$ cat src/rtl/fft4_frame_loader.sv
// fft4_frame_loader: groups a serial complex sample stream into 4-sample
// frames and presents each frame in parallel (A..D) from a ping-pong
// double buffer, so the next frame loads while the current one is held.
module fft4_frame_loader #(
  parameter int unsigned W = 32
) (
  input  logic         clk,
  input  logic         rst,
  input  logic         in_valid,
  output logic         in_ready,
  input  logic [W-1:0] in_re,
  input  logic [W-1:0] in_im,
  input  logic         in_last,
  output logic         out_valid,
  input  logic         out_ready,
  output logic [W-1:0] Ar,
  output logic [W-1:0] Ai,
  output logic [W-1:0] Br,
  output logic [W-1:0] Bi,
  output logic [W-1:0] Cr,
  output logic [W-1:0] Ci,
  output logic [W-1:0] Dr,
  output logic [W-1:0] Di,
  output logic         frame_err
);

  logic [W-1:0] re_q [2][4];
  logic [W-1:0] re_d [2][4];
  logic [W-1:0] im_q [2][4];
  logic [W-1:0] im_d [2][4];
  logic [W-1:0] ore_q [4];
  logic [W-1:0] ore_d [4];
  logic [W-1:0] oim_q [4];
  logic [W-1:0] oim_d [4];
  logic [1:0]   full_q, full_d;
  logic         wb_q, wb_d;
  logic         rb_q, rb_d;
  logic [1:0]   idx_q, idx_d;
  logic         err_q, err_d;
  logic         accept;
  logic         consume;

  assign in_ready  = !full_q[wb_q];
  assign out_valid = full_q[rb_q];
  assign frame_err = err_q;
  assign accept    = in_valid && in_ready;
  assign consume   = full_q[rb_q] && out_ready;

  assign Ar = ore_q[0];
  assign Ai = oim_q[0];
  assign Br = ore_q[1];
  assign Bi = oim_q[1];
  assign Cr = ore_q[2];
  assign Ci = oim_q[2];
  assign Dr = ore_q[3];
  assign Di = oim_q[3];

  // Sample write, frame commit/discard, consume and framing-error detection
  always_comb begin
    re_d   = re_q;
    im_d   = im_q;
    full_d = full_q;
    wb_d   = wb_q;
    rb_d   = rb_q;
    idx_d  = idx_q;
    err_d  = 1'b0;
    if (accept) begin
      re_d[wb_q][idx_q] = in_re;
      im_d[wb_q][idx_q] = in_im;
      if (idx_q == 2'd3) begin
        full_d[wb_q] = 1'b1;
        wb_d         = ~wb_q;
        idx_d        = 2'd0;
        err_d        = !in_last;
      end else if (in_last) begin
        idx_d = 2'd0;
        err_d = 1'b1;
      end else begin
        idx_d = idx_q + 2'd1;
      end
    end
    // Commit targets a non-full bank and consume a full one, so they never collide
    if (consume) begin
      full_d[rb_q] = 1'b0;
      rb_d         = ~rb_q;
    end
  end

  // Output registers track the bank that will be presented next cycle,
  // and otherwise hold, so A..D never follow a bank that is being refilled
  always_comb begin
    ore_d = ore_q;
    oim_d = oim_q;
    if (full_d[rb_d]) begin
      for (int unsigned i = 0; i < 4; i++) begin
        ore_d[i] = re_d[rb_d][i];
        oim_d[i] = im_d[rb_d][i];
      end
    end
  end

  // State register with asynchronous active-high reset
  always_ff @(posedge clk or posedge rst) begin
    if (rst) begin
      for (int unsigned b = 0; b < 2; b++) begin
        for (int unsigned i = 0; i < 4; i++) begin
          re_q[b][i] <= '0;
          im_q[b][i] <= '0;
        end
      end
      for (int unsigned i = 0; i < 4; i++) begin
        ore_q[i] <= '0;
        oim_q[i] <= '0;
      end
      full_q <= '0;
      wb_q   <= 1'b0;
      rb_q   <= 1'b0;
      idx_q  <= '0;
      err_q  <= 1'b0;
    end else begin
      re_q   <= re_d;
      im_q   <= im_d;
      ore_q  <= ore_d;
      oim_q  <= oim_d;
      full_q <= full_d;
      wb_q   <= wb_d;
      rb_q   <= rb_d;
      idx_q  <= idx_d;
      err_q  <= err_d;
    end
  end

endmodule

$ cat config.mk
export PLATFORM = sky130hd
export DESIGN_NAME = fft4_frame_loader
export DESIGN_NICKNAME = d
export VERILOG_FILES = /design/src/rtl/fft4_frame_loader.sv
export SDC_FILE = /design/constraint.sdc
export NUM_CORES = 2
export LEC_CHECK = 0
export ABC_AREA = 1
export CAP_MARGIN = 20
export CORE_ASPECT_RATIO = 1.1
export CORE_MARGIN = 4
export CORE_UTILIZATION = 25
export DETAILED_ROUTE_END_ITERATION = 10
export PLACE_DENSITY_LB_ADDON = 0.25
export SLEW_MARGIN = 20
export SYNTH_ARGS = -nofsm -noshare
export SYNTH_HDL_FRONTEND = slang
export SYNTH_SLANG_ARGS = --single-unit
$ cat constraint.sdc
create_clock -name clk -period 39.6 [get_ports clk]
set_input_delay 11.88 -clock clk [delete_from_list [all_inputs] [get_ports clk]]
set_output_delay 11.88 -clock clk [all_outputs]
set_load 0.01 [all_outputs]
# Yosys cells after proc, flatten, opt, wreduce, memory -nomap -nowiden
# Cells that the tools add are included.
[op_classes]
add_sub_neg = 1
multipliers = 0
div = 0
magnitude_cmp = 10
n_eq_ne = 1
n_shift = 0
mux = 33
bitwise = 8
reduce_logical = 9
[ops]
columns = ["cell", "n"]
rows = [
  ["two-way mux 128 bit", 7],
  ["bitwise mux 256 bit", 2],
  ["two-way mux 256 bit", 2],
  ["demux 128 bit (select 1 bit)", 1],
  ["demux 32 bit (select 2 bit)", 1],
  ["two-way mux 32 bit", 1],
  ["two-way mux 1 bit", 12],
  ["two-way mux 2 bit", 5],
  ["logical AND 1 bit", 6],
  ["< comparator 1 x 2 -> 1 bit, second input constant", 3],
  ["greater-or-equal comparator 2 bit, second input constant", 2],
  ["NOT 1 -> 2 bit", 2],
  ["greater-or-equal comparator 3 bit, second input constant", 1],
  ["< comparator 3 x 1 -> 1 bit, second input constant", 1],
  ["NOT 2 -> 3 bit", 1],
  ["adder 2 x 1 -> 2 bit, second input constant", 1],
  ["AND 2 bit", 1],
  ["demux 1 bit (select 1 bit)", 2],
  ["== test 2 bit, second input constant", 1],
  ["greater-or-equal comparator 1 bit, second input constant", 2],
  ["zero test 1 bit", 2],
  ["< comparator 2 x 1 -> 1 bit, second input constant", 1],
  ["NOT 1 bit", 2],
  ["NOT 2 bit", 1],
  ["other kinds (2)", 2],
]
[totals]
reg_bits = 775
latchBits = 0
mem_bits_rw = 0
rom_bits = 0
output_inout_bits = 259
elab_cells = 91
n_memories = 0

# Longest topological paths before layout
[logic_depth]
word_depth = 12
mapped_depth = 13

# Least setup slack after synthesis
# No wires, ideal clock.
[synth_path]
path_kind = "input port to flip-flop"
from = "in out_ready"
to = "reg oim_q, in the netlist Ai[0]"
setup_ns = 0.117
t_arrival_ns = 12.963
t_required_ns = 39.483
path_slack_ns = 26.520
stages = 8
path_buffers = 2
path_cell_list = "inv_1 > nor2_2 > nor2_4 > clkbuf_1 > clkbuf_1 > nand3_1 > nand3_1 > nand2_1"
[synth_via]
elab_chain_len = 6
word_cells_on_any_way = 9
cone_classes = "mux (7); bitwise (1); reduce/logical (1)"
[synth_rtl]
columns = ["element", "line", "rtl"]
rows = [
  ["from (decl)", "15", "input logic out_ready,"],
  ["logical AND 1 bit (*)", "47", "assign consume = full_q[rb_q] && out_ready;"],
  ["two-way mux 1 bit", "83", "if (consume) begin"],
  ["NOT 1 -> 2 bit (not written as such)", "97", "oim_d[i] = im_d[rb_d][i];"],
  ["two-way mux 128 bit (3 in a row)", "-", ""],
  ["to (signal assigned)", "124", "oim_q <= oim_d;"],
  ["to (decl)", "33", "logic [W-1:0] oim_q [4];"],
]
# Every way passes the cells marked *; elsewhere a longest branch is shown, timed or not. The select of a mux whose other input is x is not followed.
# A chain may end at the register's enable or synchronous reset.

# Final worst setup path
[layout_path]
from = "in in_valid"
to = "reg oim_q, in the netlist Di[1]"
[layout_via]
elab_chain_len = 6
word_cells_on_any_way = 10
cone_classes = "mux (8); bitwise (1); reduce/logical (1)"
[layout_rtl]
columns = ["element", "line", "rtl"]
rows = [
  ["from (decl)", "9", "input logic in_valid,"],
  ["logical AND 1 bit (*)", "46", "assign accept = in_valid && in_ready;"],
  ["two-way mux 2 bit", "67", "if (accept) begin"],
  ["AND 2 bit (no source line)", "-", ""],
  ["two-way mux 2 bit", "83", ""],
  ["two-way mux 1 bit (not written as such) (2 in a row)", "94", "if (full_d[rb_d]) begin"],
]
# Marked as above.

==> results.py <==
metrics = {
    "die": {
        "core_area_sq_um": 154000,
        "ios": 328,
        "start_util_pct": 25.1,
        "die-width_microns": 383,
        "rows": 151,
        "dieArea_sq_um": 161000,
        "die_h_microns": 421,
    },
    "worst_setup_path": {
        "worstPathMaxFanout": 118,
        "startpoint": "in_valid",
        "cp-endpoint": "Di[1]$_DFFE_PP0P_",
        "timing.rr.end": "Di[1]$_DFFE_PP0P_",
        "worstSetupStartpointType": "input port",
        "required_ns": 40.22,
        "r2r_cells": 12,
        "endpoint_kind": "flip-flop",
        "rrSetupSlack_ns": 33.89,
        "cp.arrival_ns": 17.12,
        "critPathKind": "input port to flip-flop",
        "r2r-start": "wb_q$_DFFE_PP0P_",
    },
    "synthesis": {
        "syn_area_sq_um": 38700,
        "synth-seq-area-share_pct": 50.1,
        "syn_nets": 5424,
        "synth_cells": 5351,
        "yosysMostFrequentCell": "nand2_1",
        "synth.avg_cell_area_sq_um": 7.23,
        "synth_common_cells": "nand2_1, nand3_1, dfrtp_1",
        "yosysTopAreaCell": "dfrtp_1",
        "synthFlopType": "dfrtp_1",
        "synth_cell_types": 26,
        "postSynth.asyncResetShare_pct": 100,
        "synth_area_leaders": "dfrtp_1, nand2_1, nand3_1",
        "synth_top_area_share_pct": 50.1,
        "synth-edff-count": 0,
        "synth-seq-cells": 775,
        "synth_warnings": 0,
    },
    "detailed_routing": {
        "drtAntennaViolNets": 0,
        "drcViolationCount": 0,
        "vias": 36400,
        "routed_wl_microns": 147000,
        "drt-pass1-iter-count": 6,
        "drt_iter0_markers": 3253,
        "post_drt_wl_per_cell_microns": 19.3,
        "via_per_inst": 4.78,
    },
    "cts": {
        "cts.repair.resized": 0,
        "cts_buffers": 93,
        "insertion_delay_ns": 0.71,
        "clock-sinks": 775,
        "cts_buffer_depth": 3,
        "cts_tree": "done",
        "cts-hold-fix-buffers": 0,
        "h-tree-depth": 3,
        "clkTransAtPathRegs_ns": 0.06,
        "cts_setup_buffers": 0,
        "cts-root-buf": "clkbuf_16",
    },
    "global_route": {
        "grt_pass1_vias": 34800,
        "grt_pass1_wl_microns": 224000,
        "antenna_found_initial": 8,
        "grt-ovfl-total": 0,
        "grt_usage_pct": 17.9,
        "grt_max_degree": 187,
    },
    "pwr": {
        "p_leak_nw": 24.7,
        "power_density_nw_per_um2": 86.2,
        "max-vdd-ir-drop_v": 0.0000547,
    },
    "placed_design": {
        "place_congestion": 0.754,
        "dpl.hpwl_microns": 83800,
        "dp.cells": 7427,
        "numPortBuffers": 327,
    },
    "sta": {
        "rsz0062_at_grt": "no",
        "period_share_pct": 41.7,
        "fmax_mhz": 60.6,
        "tns_ns": 0,
        "fin_worst_skew_ns": 0.0280,
        "timing.final.crit_period_ns": 16.50,
        "tightest_slew_ns": 1.18,
        "slew_headroom_pct": 21.0,
        "hold_viol_final": 0,
        "drv_slew": 0,
        "setup_viol": 0,
    },
    "flow_run": {
        "max-cap-violations": 0,
    },
    "final_layout": {
        "syn2layout_area_growth_pct": 20.4,
        "drive_gt1_share_pct": 4.32,
        "final_nets": 5530,
        "final_cells": 7601,
    },
    "min_path": {
        "min_path_type": "flip-flop to flip-flop",
    },
    "status": {
        "status": "completed",
    },
}
[power by group]
part           internal (W)  total, W  leakage [nW]  switching [W]
sequential          0.00107   0.00123          10.3       0.000159
combinational      0.000578   0.00188          12.9        0.00130
clock              0.000535  0.000904          1.57       0.000369
[metrics by stage]
stage	hold WS [ns]	power (W)	worst slack, ns	utilization, %	area [sq um]
floorplan	0.468	0.00246	5.96	-	38700
global placement	0.464	0.00310	22.18	28.1	43300
detailed placement	0.465	0.00314	22.17	28.2	43400
CTS	0.482	0.00407	22.94	30.2	46600
global route	0.489	0.00434	22.84	30.2	46600
finish	0.475	0.00402	23.10	30.3	46600
[cells by family (layout without fill, tap and decap cells)]
family	after synthesis	after routing	share of synthesized area, %
AO/OA/AOI/OAI	264	264	3.44
other	0	4	0
buffers and inverters	437	618	5.30
adder cells (fa/ha/maj)	4	4	0.129
AND/OR/NAND/NOR	3871	3871	41.0
flip-flops	775	775	50.1
[routing by layer]
metal | global-route usage, % | vias to the layer above | routed length, microns
met1 | 25.1 | 17700 | 68400
met4 | 4.47 | 6 | 2980
li1 | - | 17400 | -
met5 | 0 | - | 41
met3 | 3.25 | 168 | 9250
met2 | 28.4 | 1136 | 66200
[cell usage in the layout, fill, tap and decap left out, types with 2 or more instances in the layout]
cell type	n
nand3_1	1026
clkinv_4	2
clkbuf_8	25
clkdlybuf4s50_1	327
clkbuf_16	94
inv_8	4
diode_2	4
nand2_1	2817
dfrtp_1	775
o21ai_0	259
nand2_4	9
clkinv_2	17
inv_1	69
clkbuf_1	12
bufinv_16	8
a21oi_1	2
buf_4	42
buf_12	4
ha_4	4
inv_6	2
clkinv_8	3
nand2_2	11
nor2_1	2
clkinvlp_4	7
[critical path, stage by stage]
cell and delay [ns]:
clkdlybuf4s50_1 0.59, nand3_4 0.61, inv_8 0.82, buf_4 0.88
buf_4 0.83, buf_6 0.71, nand2_1 0.15, nand3_1 0.11
nand3_1 0.10, nand2_1 0.12
[state kept, by name, summed over array words and instances (netlist names)]
signal     cells
rb_q           1
im_q         256
Dr            32
wb_q           1
Ci            32
Ar            32
Cr            32
Bi            32
Br            32
Ai            32
idx_q          2
Di            32
frame_err      1
re_q         256
full_q         2
[area by class of cell]
class                   count  area, sq um
repair buffers            375         3710
well taps                2065         2580
multi-input cells        4139        17400
flip-flops and latches    775        19400
fillers                 16400       107000
diodes                      4         10.0
inverters                  73          304
clock inverters            39          462
clock buffers             131         2740
[worst min path at each step]
stage,to,slack (ns),cells after the start,start
after global routing,Bi[24]$_DFFE_PP0P_,0.49,2,Bi[24]$_DFFE_PP0P_
after global placement,Br[7]$_DFFE_PP0P_,0.46,2,Br[7]$_DFFE_PP0P_
after detailed placement,Bi[19]$_DFFE_PP0P_,0.47,2,Bi[19]$_DFFE_PP0P_
final,Cr[16]$_DFFE_PP0P_,0.48,2,Cr[16]$_DFFE_PP0P_
after floorplan,re_q[168]$_DFF_PP0_,0.47,2,re_q[168]$_DFF_PP0_
after CTS,Cr[16]$_DFFE_PP0P_,0.48,2,Cr[16]$_DFFE_PP0P_
(Power assumes the default switching activity.)
